==> src/rtl/code_defs_pkg.sv <==
// code_defs_pkg: 64b/66b sync headers, block types, XGMII characters and TX encoder helpers
package code_defs_pkg;

    localparam logic [1:0] SYNC_DATA = 2'b01;
    localparam logic [1:0] SYNC_CTRL = 2'b10;

    localparam logic [7:0] BT_IDLE = 8'h1E;
    localparam logic [7:0] BT_O4   = 8'h2D;
    localparam logic [7:0] BT_S4   = 8'h33;
    localparam logic [7:0] BT_O0S4 = 8'h66;
    localparam logic [7:0] BT_O0O4 = 8'h55;
    localparam logic [7:0] BT_S0   = 8'h78;
    localparam logic [7:0] BT_O0   = 8'h4B;
    localparam logic [7:0] BT_T0   = 8'h87;
    localparam logic [7:0] BT_T1   = 8'h99;
    localparam logic [7:0] BT_T2   = 8'hAA;
    localparam logic [7:0] BT_T3   = 8'hB4;
    localparam logic [7:0] BT_T4   = 8'hCC;
    localparam logic [7:0] BT_T5   = 8'hD2;
    localparam logic [7:0] BT_T6   = 8'hE1;
    localparam logic [7:0] BT_T7   = 8'hFF;
    localparam logic [63:0] BT_T_ALL = {BT_T7, BT_T6, BT_T5, BT_T4, BT_T3, BT_T2, BT_T1, BT_T0};

    localparam logic [7:0] RS_IDLE  = 8'h07;
    localparam logic [7:0] RS_LPI   = 8'h06;
    localparam logic [7:0] RS_START = 8'hFB;
    localparam logic [7:0] RS_TERM  = 8'hFD;
    localparam logic [7:0] RS_ERROR = 8'hFE;
    localparam logic [7:0] RS_SEQ   = 8'h9C;
    localparam logic [7:0] RS_SIG   = 8'h5C;
    localparam logic [7:0] RS_RES0  = 8'h1C;
    localparam logic [7:0] RS_RES1  = 8'h3C;
    localparam logic [7:0] RS_RES2  = 8'h7C;
    localparam logic [7:0] RS_RES3  = 8'hBC;
    localparam logic [7:0] RS_RES4  = 8'hDC;
    localparam logic [7:0] RS_RES5  = 8'hF7;

    localparam logic [6:0] CC_IDLE  = 7'h00;
    localparam logic [6:0] CC_LPI   = 7'h06;
    localparam logic [6:0] CC_ERROR = 7'h1E;
    localparam logic [6:0] CC_RES0  = 7'h2D;
    localparam logic [6:0] CC_RES1  = 7'h33;
    localparam logic [6:0] CC_RES2  = 7'h4B;
    localparam logic [6:0] CC_RES3  = 7'h55;
    localparam logic [6:0] CC_RES4  = 7'h66;
    localparam logic [6:0] CC_RES5  = 7'h78;

    localparam logic [3:0] OC_SEQ = 4'h0;
    localparam logic [3:0] OC_SIG = 4'hF;

    localparam logic [63:0] EBLOCK_T = {{8{CC_ERROR}}, BT_IDLE};

    typedef enum logic [2:0] {T_C, T_S, T_D, T_T, T_E} t_type_t;
    typedef enum logic [2:0] {TX_INIT, TX_C, TX_D, TX_T, TX_E} tx_state_t;

    // {valid, 7-bit control code}; valid=0 for characters with no control-code mapping
    function automatic logic [7:0] rs_to_control_code(input logic [7:0] c);
        case (c)
            RS_IDLE:  return {1'b1, CC_IDLE};
            RS_LPI:   return {1'b1, CC_LPI};
            RS_ERROR: return {1'b1, CC_ERROR};
            RS_RES0:  return {1'b1, CC_RES0};
            RS_RES1:  return {1'b1, CC_RES1};
            RS_RES2:  return {1'b1, CC_RES2};
            RS_RES3:  return {1'b1, CC_RES3};
            RS_RES4:  return {1'b1, CC_RES4};
            RS_RES5:  return {1'b1, CC_RES5};
            default:  return 8'h00;
        endcase
    endfunction

    function automatic logic [3:0] rs_to_cc_ocode(input logic [7:0] c);
        return (c == RS_SIG) ? OC_SIG : OC_SEQ;
    endfunction

    function automatic logic [7:0] bt_term(input logic [2:0] n);
        return BT_T_ALL[8*n +: 8];
    endfunction

endpackage

==> src/rtl/encode_6466b_classify.sv <==
// encode_6466b_classify: combinational XGMII word -> block type class, 64-bit payload and sync header
module encode_6466b_classify
    import code_defs_pkg::*;
(
    input  logic [63:0] i_txd,
    input  logic [7:0]  i_txctl,
    output t_type_t     o_type,
    output logic [63:0] o_payload,
    output logic [1:0]  o_header
);

    logic [7:0]  w_code [8];
    logic [7:0]  w_cc_ok;
    logic [7:0]  w_term;
    logic [55:0] w_cc;
    logic        w_t_ok;
    logic [2:0]  w_tn;
    logic [63:0] w_t_pl;
    logic        w_d, w_c, w_lo4, w_o4, w_s4, w_o0, w_o0o4, w_o0s4, w_s0;
    logic [3:0]  w_oc0, w_oc4;

    // Per-lane control-code mapping plus terminate detection and Tn payload assembly
    always_comb begin
        w_t_ok = 1'b0;
        w_tn   = 3'd0;
        for (int i = 0; i < 8; i++) begin
            w_code[i]      = rs_to_control_code(i_txd[8*i +: 8]);
            w_cc_ok[i]     = i_txctl[i] & w_code[i][7];
            w_term[i]      = i_txctl[i] & (i_txd[8*i +: 8] == RS_TERM);
            w_cc[7*i +: 7] = w_code[i][6:0];
        end
        for (int n = 0; n < 8; n++)
            if ((i_txctl == (8'hFF << n)) && w_term[n] && (&(w_cc_ok | ~(8'hFE << n)))) begin
                w_t_ok = 1'b1;
                w_tn   = 3'(n);
            end
        w_t_pl = {56'h0, bt_term(w_tn)};
        for (int i = 0; i < 7; i++)
            if (i < int'(w_tn)) w_t_pl[8+8*i +: 8] = i_txd[8*i +: 8];
        for (int i = 1; i < 8; i++)
            if (i > int'(w_tn)) w_t_pl[8+7*i +: 7] = w_code[i][6:0];
    end

    // Word-shape matching and payload selection; lane-4 forms accept ctl bit 4 either way
    always_comb begin
        w_oc0     = rs_to_cc_ocode(i_txd[7:0]);
        w_oc4     = rs_to_cc_ocode(i_txd[39:32]);
        w_d       = (i_txctl == 8'h00);
        w_c       = (i_txctl == 8'hFF) && (&w_cc_ok);
        w_lo4     = ({i_txctl[7:5], i_txctl[3:0]} == 7'h0F) && (&w_cc_ok[3:0]);
        w_o4      = w_lo4 && (i_txd[39:32] == RS_SEQ);
        w_s4      = w_lo4 && (i_txd[39:32] == RS_START);
        w_o0      = (i_txctl == 8'hF1) && (i_txd[7:0] == RS_SEQ) && (&w_cc_ok[7:4]);
        w_o0o4    = (i_txctl == 8'h11) && (i_txd[7:0] == RS_SEQ) && (i_txd[39:32] == RS_SEQ);
        w_o0s4    = (i_txctl == 8'h11) && (i_txd[7:0] == RS_SEQ) && (i_txd[39:32] == RS_START);
        w_s0      = (i_txctl == 8'h01) && (i_txd[7:0] == RS_START);
        o_type    = w_d ? T_D
                  : (w_c || w_o4 || w_o0 || w_o0o4) ? T_C
                  : (w_s0 || w_s4 || w_o0s4) ? T_S
                  : w_t_ok ? T_T : T_E;
        o_header  = w_d ? SYNC_DATA : SYNC_CTRL;
        o_payload = w_d    ? i_txd
                  : w_c    ? {w_cc, BT_IDLE}
                  : w_o4   ? {i_txd[63:40], w_oc4, w_cc[27:0], BT_O4}
                  : w_s4   ? {i_txd[63:40], 4'h0, w_cc[27:0], BT_S4}
                  : w_o0   ? {w_cc[55:28], w_oc0, i_txd[31:8], BT_O0}
                  : w_o0o4 ? {i_txd[63:40], w_oc4, w_oc0, i_txd[31:8], BT_O0O4}
                  : w_o0s4 ? {i_txd[63:40], 4'h0, w_oc0, i_txd[31:8], BT_O0S4}
                  : w_s0   ? {i_txd[63:8], BT_S0}
                  : w_t_ok ? w_t_pl : EBLOCK_T;
    end

endmodule

==> src/rtl/encode_6466b.sv <==
// encode_6466b: 64b/66b TX encoder with legality state machine; ENCODE_ERR_CNT_EN adds o_err_count
module encode_6466b
    import code_defs_pkg::*;
#(
    parameter int ERR_CNT_WIDTH = 16
)
(
    input  logic        i_txc,
    input  logic        i_reset_n,
    input  logic        i_init_done,
    input  logic [63:0] i_txd,
    input  logic [7:0]  i_txctl,
    input  logic        i_tx_ready,
    output logic        o_tx_ready,
    output logic [63:0] o_txd,
    output logic [1:0]  o_tx_header,
    output logic        o_tx_valid
`ifdef ENCODE_ERR_CNT_EN
    ,
    output logic [ERR_CNT_WIDTH-1:0] o_err_count
`endif
);

    t_type_t     w_type;
    logic [63:0] w_payload;
    logic [1:0]  w_header;
    logic        w_legal;
    tx_state_t   w_next;
    tx_state_t   r_state;
    logic [63:0] r_txd;
    logic [1:0]  r_hdr;
    logic        r_valid;

    encode_6466b_classify u_classify (
        .i_txd     (i_txd),
        .i_txctl   (i_txctl),
        .o_type    (w_type),
        .o_payload (w_payload),
        .o_header  (w_header)
    );

    always_comb begin
        w_legal = (r_state == TX_D) ? (w_type == T_D || w_type == T_T)
                : (r_state == TX_E) ? (w_type != T_S && w_type != T_E)
                : (w_type == T_C || w_type == T_S);
        w_next  = !w_legal ? TX_E
                : (w_type == T_C) ? TX_C
                : (w_type == T_T) ? TX_T : TX_D;
    end

    always_ff @(posedge i_txc) begin
        if (!i_reset_n) begin
            r_state <= TX_INIT;
            r_txd   <= {56'h0, BT_IDLE};
            r_hdr   <= SYNC_CTRL;
            r_valid <= 1'b0;
        end else if (!i_init_done) begin
            r_state <= TX_INIT;
        end else if (i_tx_ready) begin
            r_state <= w_next;
            r_txd   <= w_legal ? w_payload : EBLOCK_T;
            r_hdr   <= w_legal ? w_header : SYNC_CTRL;
            r_valid <= 1'b1;
        end
    end

    assign o_tx_ready  = i_tx_ready;
    assign o_txd       = r_txd;
    assign o_tx_header = r_hdr;
    assign o_tx_valid  = r_valid;

`ifdef ENCODE_ERR_CNT_EN
    logic [ERR_CNT_WIDTH-1:0] r_err_count;

    always_ff @(posedge i_txc) begin
        if (!i_reset_n)
            r_err_count <= '0;
        else if (i_init_done && i_tx_ready && !w_legal && !(&r_err_count))
            r_err_count <= r_err_count + 1'b1;
    end

    assign o_err_count = r_err_count;
`endif

endmodule

==> config.mk <==
export PLATFORM = sky130hd
export DESIGN_NAME = encode_6466b
export DESIGN_NICKNAME = d
export VERILOG_FILES = /design/src/rtl/code_defs_pkg.sv /design/src/rtl/encode_6466b_classify.sv /design/src/rtl/encode_6466b.sv
export SDC_FILE = /design/constraint.sdc
export NUM_CORES = 1
export LEC_CHECK = 0
export ABC_AREA = 1
export CAP_MARGIN = 30
export CORE_MARGIN = 4
export CORE_UTILIZATION = 58
export CTS_CLUSTER_SIZE = 24
export DETAILED_ROUTE_END_ITERATION = 8
export GPL_TIMING_DRIVEN = 0
export PLACE_DENSITY = 0.84
export SKIP_LAST_GASP = 1
export SLEW_MARGIN = 20
export SYNTH_ARGS = -nofsm -noshare
export SYNTH_HDL_FRONTEND = slang
export SYNTH_HIERARCHICAL = 1
export SYNTH_SLANG_ARGS = --single-unit
==> constraint.sdc <==
create_clock -name i_txc -period 8.75 [get_ports i_txc]
set_clock_uncertainty 0.2 [all_clocks]
set_input_delay 0.875 -clock i_txc [delete_from_list [all_inputs] [get_ports i_txc]]
set_output_delay 0.875 -clock i_txc [all_outputs]
set_load 0.03 [all_outputs]
== After elaboration in Yosys (flattened, before gate mapping) ==
Index checks and enable logic that the tools add are counted.

* $add $sub $neg: 0
* Multipliers: 0
* Div/mod/pow operators: 0
* Magnitude comparators: 14
* Equality and inequality tests: 105
* Shift-type cells: 1
* Muxes and demuxes: 60
* Bitwise logic cells: 16
* Reductions and logical operators: 45

{| class="wikitable"
|+ Operators with widths
! kind !! count
|-
| 64-bit two-way mux || 10
|-
| 8-bit one-hot mux with 9 select lines || 8
|-
| 8-bit equality test (second input constant) || 53
|-
| 8-bit by 3-bit equality test with 1-bit output (second input constant) || 16
|-
| 8-bit by 7-bit equality test with 1-bit output (second input constant) || 10
|-
| 8-bit by 5-bit equality test with 1-bit output (second input constant) || 9
|-
| 8-bit by 6-bit equality test with 1-bit output (second input constant) || 8
|-
| 64-bit by 7-bit variable part select with 8-bit output (first input constant) || 1
|-
| 8-bit two-way mux || 7
|-
| 7-bit two-way mux || 7
|-
| 3-bit two-way mux || 9
|-
| 1-bit logical AND || 26
|-
| 1-bit AND || 16
|-
| 3-bit greater-than comparator (first input constant) || 4
|-
| 1-bit two-way mux || 12
|-
| 2-bit two-way mux || 5
|-
| 3-bit by 2-bit equality test with 1-bit output (second input constant) || 3
|-
| 3-bit less-than comparator (first input constant) || 3
|-
| 8-bit by 1-bit equality test with 1-bit output (second input constant) || 1
|-
| 8-bit logical NOT || 1
|-
| 4-bit two-way mux || 2
|-
| 4-bit AND reduction || 2
|-
| 8-bit AND reduction || 1
|-
| 7-bit by 4-bit equality test with 1-bit output (second input constant) || 1
|-
| 15 further kinds || 26
|}

* Register bits: 70
* Latch bits: 0
* Bits in writable memories: 0
* Bits in read-only memories: 0
* Output and inout bits: 68
* Logic and storage cells: 245
* Memories kept: 0

== Depth between registers and ports, before layout ==
* Depth after elaboration: 25
* Gate-level depth with buffers: 28
* Mapped depth without buffers: 26

== Modules after synthesis ==
Netlist, hierarchy kept.

{| class="wikitable"
|+ Modules (own cells, without submodules)
! module !! instances !! cells each !! area each (µm²) !! seq. area each (µm²)
|-
| encode_6466b_classify || 1 || 1149 || 5580.4 || 0.0
|-
| encode_6466b || 1 || 339 || 2677.6 || 1401.3
|}

== Worst setup path after synthesis ==
No wires, ideal clock.

* Kind: input to register
* From: in i_txd[59]
* To: reg r_txd[30], in the netlist o_txd[30]
* Library setup time: 0.122 ns
* Arrival: 3.262 ns
* Data required time: 8.428 ns
* Slack: 5.166 ns
* Cell stages on the path: 25
* Buffers on the path: 3
* Cell sequence: nand2_1 > inv_1 > nand2_2 > nor2_1 > nor2_1 > nand3_4 > nand2_2 > nor2_4 > nand4_1 > nand3_4 > nor2_4 > nand2_4 > inv_2 > buf_4 > nand3_1 > nor2_1 > nor2_2 > inv_1 > nand2_1 > inv_1 > nand2_1 > nand2_2 > buf_6 > buf_6 > a21oi_2

* Elaborated cells between the ends (all ways): 77
* Those cells by class: 2 x order compare; 15 x eq/ne; 34 x mux; 2 x bitwise; 24 x reduce/logical

{| class="wikitable"
|+ RTL lines
! what !! line !! RTL
|-
| from (decl) || encode_6466b.sv:11 || <nowiki>input logic [63:0] i_txd,</nowiki>
|-
| 8-bit equality test (tied with other cells) || code_defs_pkg.sv:58 || <nowiki>case (c)</nowiki>
|-
| 8-bit one-hot mux with 9 select lines || code_defs_pkg.sv:58 ||
|-
| 1-bit AND || encode_6466b_classify.sv:28 || <nowiki>w_cc_ok[i] = i_txctl[i] & w_code[i][7];</nowiki>
|-
| 7-bit AND reduction || encode_6466b_classify.sv:33 || <nowiki>if ((i_txctl == (8'hFF << n)) && w_term[n] && (&(w_cc_ok | ~(8'hFE << n)))) begin</nowiki>
|-
| 1-bit logical AND || encode_6466b_classify.sv:33 ||
|-
| 1-bit two-way mux (8 in a row) || encode_6466b_classify.sv:33 ||
|-
| 3-bit two-way mux || encode_6466b_classify.sv:60 || <nowiki>: w_t_ok ? T_T : T_E;</nowiki>
|-
| 3-bit two-way mux || encode_6466b_classify.sv:59 || <nowiki>: (w_s0 || w_s4 || w_o0s4) ? T_S</nowiki>
|-
| 3-bit two-way mux (*) || encode_6466b_classify.sv:58 || <nowiki>: (w_c || w_o4 || w_o0 || w_o0o4) ? T_C</nowiki>
|-
| 3-bit two-way mux (*) || encode_6466b_classify.sv:57 || <nowiki>o_type = w_d ? T_D</nowiki>
|-
| net w_type[0] || encode_6466b.sv:24 || <nowiki>t_type_t w_type;</nowiki>
|-
| 3-bit by 1-bit equality test with 1-bit output (tied with other cells) || encode_6466b.sv:45 || <nowiki>: (w_type == T_C || w_type == T_S);</nowiki>
|-
| 1-bit logical OR / 1-bit logical AND (equally long branches) || encode_6466b.sv:45, encode_6466b.sv:44 ||
|-
| 1-bit two-way mux || encode_6466b.sv:44 || <nowiki>: (r_state == TX_E) ? (w_type != T_S && w_type != T_E)</nowiki>
|-
| 1-bit two-way mux (*) || encode_6466b.sv:43 || <nowiki>w_legal = (r_state == TX_D) ? (w_type == T_D || w_type == T_T)</nowiki>
|-
| 64-bit two-way mux (*) || encode_6466b.sv:61 || <nowiki>r_txd <= w_legal ? w_payload : EBLOCK_T;</nowiki>
|-
| to (signal assigned) || encode_6466b.sv:54 || <nowiki>r_txd <= {56'h0, BT_IDLE};</nowiki>
|-
| to (signal assigned) || encode_6466b.sv:61 ||
|-
| to (decl) || encode_6466b.sv:30 || <nowiki>logic [63:0] r_txd;</nowiki>
|}

Mark *: on every way through the listed nets, which the timed path passes. The rest lies on a longest branch.
A chain may end at the register's enable or synchronous reset.

== Worst setup path after layout ==
* From: in i_txd[45]
* To: reg r_txd[1], in the netlist o_txd[1]

Same word-level chain as after synthesis.

==> results.md <==
- CP endpoint: o_txd[1]
- Reg-to-reg slack, setup: 7040 ps
- Worst setup path start: i_txd[45]
- Antenna Cells: 0
- Final setup fails: 0
- Number of global-route vias before repair: 10,900
- Critical path class: in2reg
- Sw Ratio: 30.9%
- Detail Route Antenna Nets: 0
- FF-to-FF Start: r_state[2]
- Initial DRT Pass Iterations: 8
- Post-Place Setup Slack: 3940 ps
- Synthesized flop and latch total: 70
- Setup slack after layout: 3950 ps
- Area share of the largest cell type after synthesis: 17.7%
- Leak: roughly 4.5 nW
- Clk pin slew, worst setup/hold paths: roughly 60 ps
- Fin crit share: 54.9%
- Top cells by area, synth: nand2_1 (18%), dfxtp_1 (17%), nor2_1 (8.1%)
- Setup bufs post-CTS: 0
- Post-synth ARST share: 0%
- Area grow syn2layout: 23.9%
- Initial antenna violation count: 0
- Synth cell count leaders: nand2_1 (389), nor2_1 (178), inv_1 (147), o21ai_0 (119), a21oi_1 (116)
- Worst-path fanout max: 10
- Fin nets: 1,718
- Post-cts resize count: 0
- Setup crit end kind: flip-flop
- Via Count: 11,800
- Fin cells: 1,825
- Least-Margin Pin Slew: 823 ps
- Status: finished, final reports clean
- First-pass GRT wire length: 56,000 um
- Die X: about 130 um
- WL/cell: 20.0 um
- RSZ-0062 raised after global routing: no
- Die height: 127 um
- Mean Syn Cell Area: 5.55 um^2
- HPWL after detailed placement: approximately 28,000 um
- Share of power burned in combinational logic: 24.8%
- Final hold slack: 283 ps
- DR iter-0 viols: 1,883
- Max Used Layer: met4
- Seq pwr share: 34.9%
- Int Pwr: just under 0.7 mW
- Pwr dens: 98.0 nW/um^2
- Wl on met1: roughly 13,000 um
- Slew margin rel.: 45.1%
- CP Data Arrival Time: 4780 ps
- Max-slew violations: 0
- FP Rows: 43
- Max-Cap Viols: 0
- Cells after synthesis: ~1,500
- CTS tree: done
- Setup TNS Final: 0 ps
- Htree depth: 3
- R2r endpoint: o_txd[1]
- DRC viols: 0
- Filler instances: roughly 1,200
- Total Routing Usage GR: a little over two fifths
- Most frequent cell after synthesis: nand2_1
- Initial Util: 59.3%
- Pwr Total: between 1 and 1.5 mW
- Port bufs: 141
- Largest net degree at the start of global routing: 13
- Psw: 0.310 mW
- Yosys cell types: 55
- I/O pin count: 144
- Mapped Area: between 8000 and 9000 um^2
- Clock Latency Late Sink: 330 ps
- Area of the multi-input gates: between 5000 and 6000 um^2
- FMAX: 208 MHz
- Register area: approximately 1400 um^2
- GPL Wtd Cong: 1.07
- Core area: 13,900 um^2
- Root Driver: clkbuf_16
- Design Area, Final: around 10,000 um^2
- CTS buffer count: 9
- Met3 wire length: 4700 um
- Clock sink total: 70
- Final Hold Viols: 0
- Placed cells: approximately 1,800
- Leading area contributor after synthesis: nand2_1
- Register area share after synthesis: 17.0%
- Fin crit period: 4800 ps
- CP Launch Type: primary input
- Die area: ~16,000 um^2
- Gr ovfl total: 0
- Synth warn: 6
- Syn Nets: 1,566
- Hold WC Path Type: reg2reg
- Number of synthesized flops with an enable pin: 0
- Crit path required time: 8730 ps
- CTS max path bufs: 2
- Share of total power in the clock network: 40.3%
- Maximum VDD drop: roughly 0.00015 V
- Dominant synthesized flop cell: dfxtp_1
- Via density: 6.46
- Cell Area, Placed: just under 10,000 um^2
- R2R depth: 9
- Final design utilization: about three quarters
- WL met2: 15,500 um
- Fraction of layout cells with a size suffix above 1: 9.91%
- Post-Route WL: 36,500 um
- Cts hold-fix bufs: 0
==> registers in the layout, summed over array words and instances, names as in the netlist <==
| name | count |
|---|---|
| o_txd | 64 |
| o_tx_valid | 1 |
| o_tx_header | 2 |
| r_state | 3 |
==> routing by layer <==
metal	vias to the layer above	track usage, %
met5	-	0
met4	0	29.7
met3	265	8.24
met2	1031	67.6
met1	5182	53.3
li1	5320	-
==> how the worst min path moves through the flow <==
stage	from	endpoint	slack (ps)	cells past startpoint
2_1_floorplan	r_state[0]	r_state[0]	260	2
3_3_place_gp	o_tx_valid	o_tx_valid	260	1
3_5_place_dp	o_txd[3]	o_txd[3]	260	2
4_1_cts	o_txd[3]	o_txd[3]	280	2
5_1_grt	o_txd[2]	o_txd[2]	310	2
6_report	o_txd[3]	o_txd[3]	280	2
==> power groups by stage <==
stage / Clock (mW) / Sequential (mW) / Combinational [mW]
floorplan: 0 / 0.391 / 0.0835
global placement: 0 / 0.355 / 0.236
detailed placement: 0 / 0.355 / 0.240
CTS: 0.403 / 0.349 / 0.243
global route: 0.415 / 0.351 / 0.263
finish: 0.404 / 0.350 / 0.249
==> placed cells by master, fill, tap and decap left out, drive strengths merged, types with 2 or more instances in the layout <==
master,count
nand4,48
nand3b,5
o211ai,20
bufinv,2
nor3,46
clkinv,2
o311ai,3
clkdlybuf4s50,141
a21oi,128
o2111ai,9
a22oi,15
inv,174
clkbuf,36
o221ai,4
nand2,407
dfxtp,70
o31ai,3
nor4,11
nand3,90
or2,2
o22ai,6
o21ai,153
nor2,209
and3,5
ha,2
buf,38
a31oi,9
==> cell type report <==
type | count | share of cell area (%)
Inverter | 174 | 6.41
Multi-Input combinational cell | 1181 | 57.1
Tap cell | 180 | 2.20
Clock inverter | 5 | 0.795
Timing Repair Buffer | 141 | 13.8
Clock buffer | 11 | 2.47
Sequential cell | 70 | 13.7
Buffer | 63 | 3.49
==> kinds of logic (layout without fill, tap and decap cells) <==
kind of cell	count (synthesis)	after routing	synth area share, %
compound gates	355	355	24.7
buf+inv	237	394	12.3
fa+ha+maj	2	2	0.303
flops	70	70	17.0
simple gates	824	824	45.8
==> worst max-delay path, cell delays in order <==
cell and delay (ps):
clkdlybuf4s50_1 600, nand2_1 200, nor2_2 250, nand2_1 120, nand2_1 140, nor2_2 90
nand2_1 70, nand2_1 80, nor2_1 340, nand2_1 110, nor2_1 240, nor2_1 110
nand2_4 110, inv_2 40, buf_4 180, nand2_1 180, inv_1 70, nand2_1 100
nand3_1 140, nand2_1 110, nand2_1 70, nand2_2 120, buf_6 160, nand2_1 70
nand2_1 70, nand3_1 110
Power figures use the tool's default switching activity.
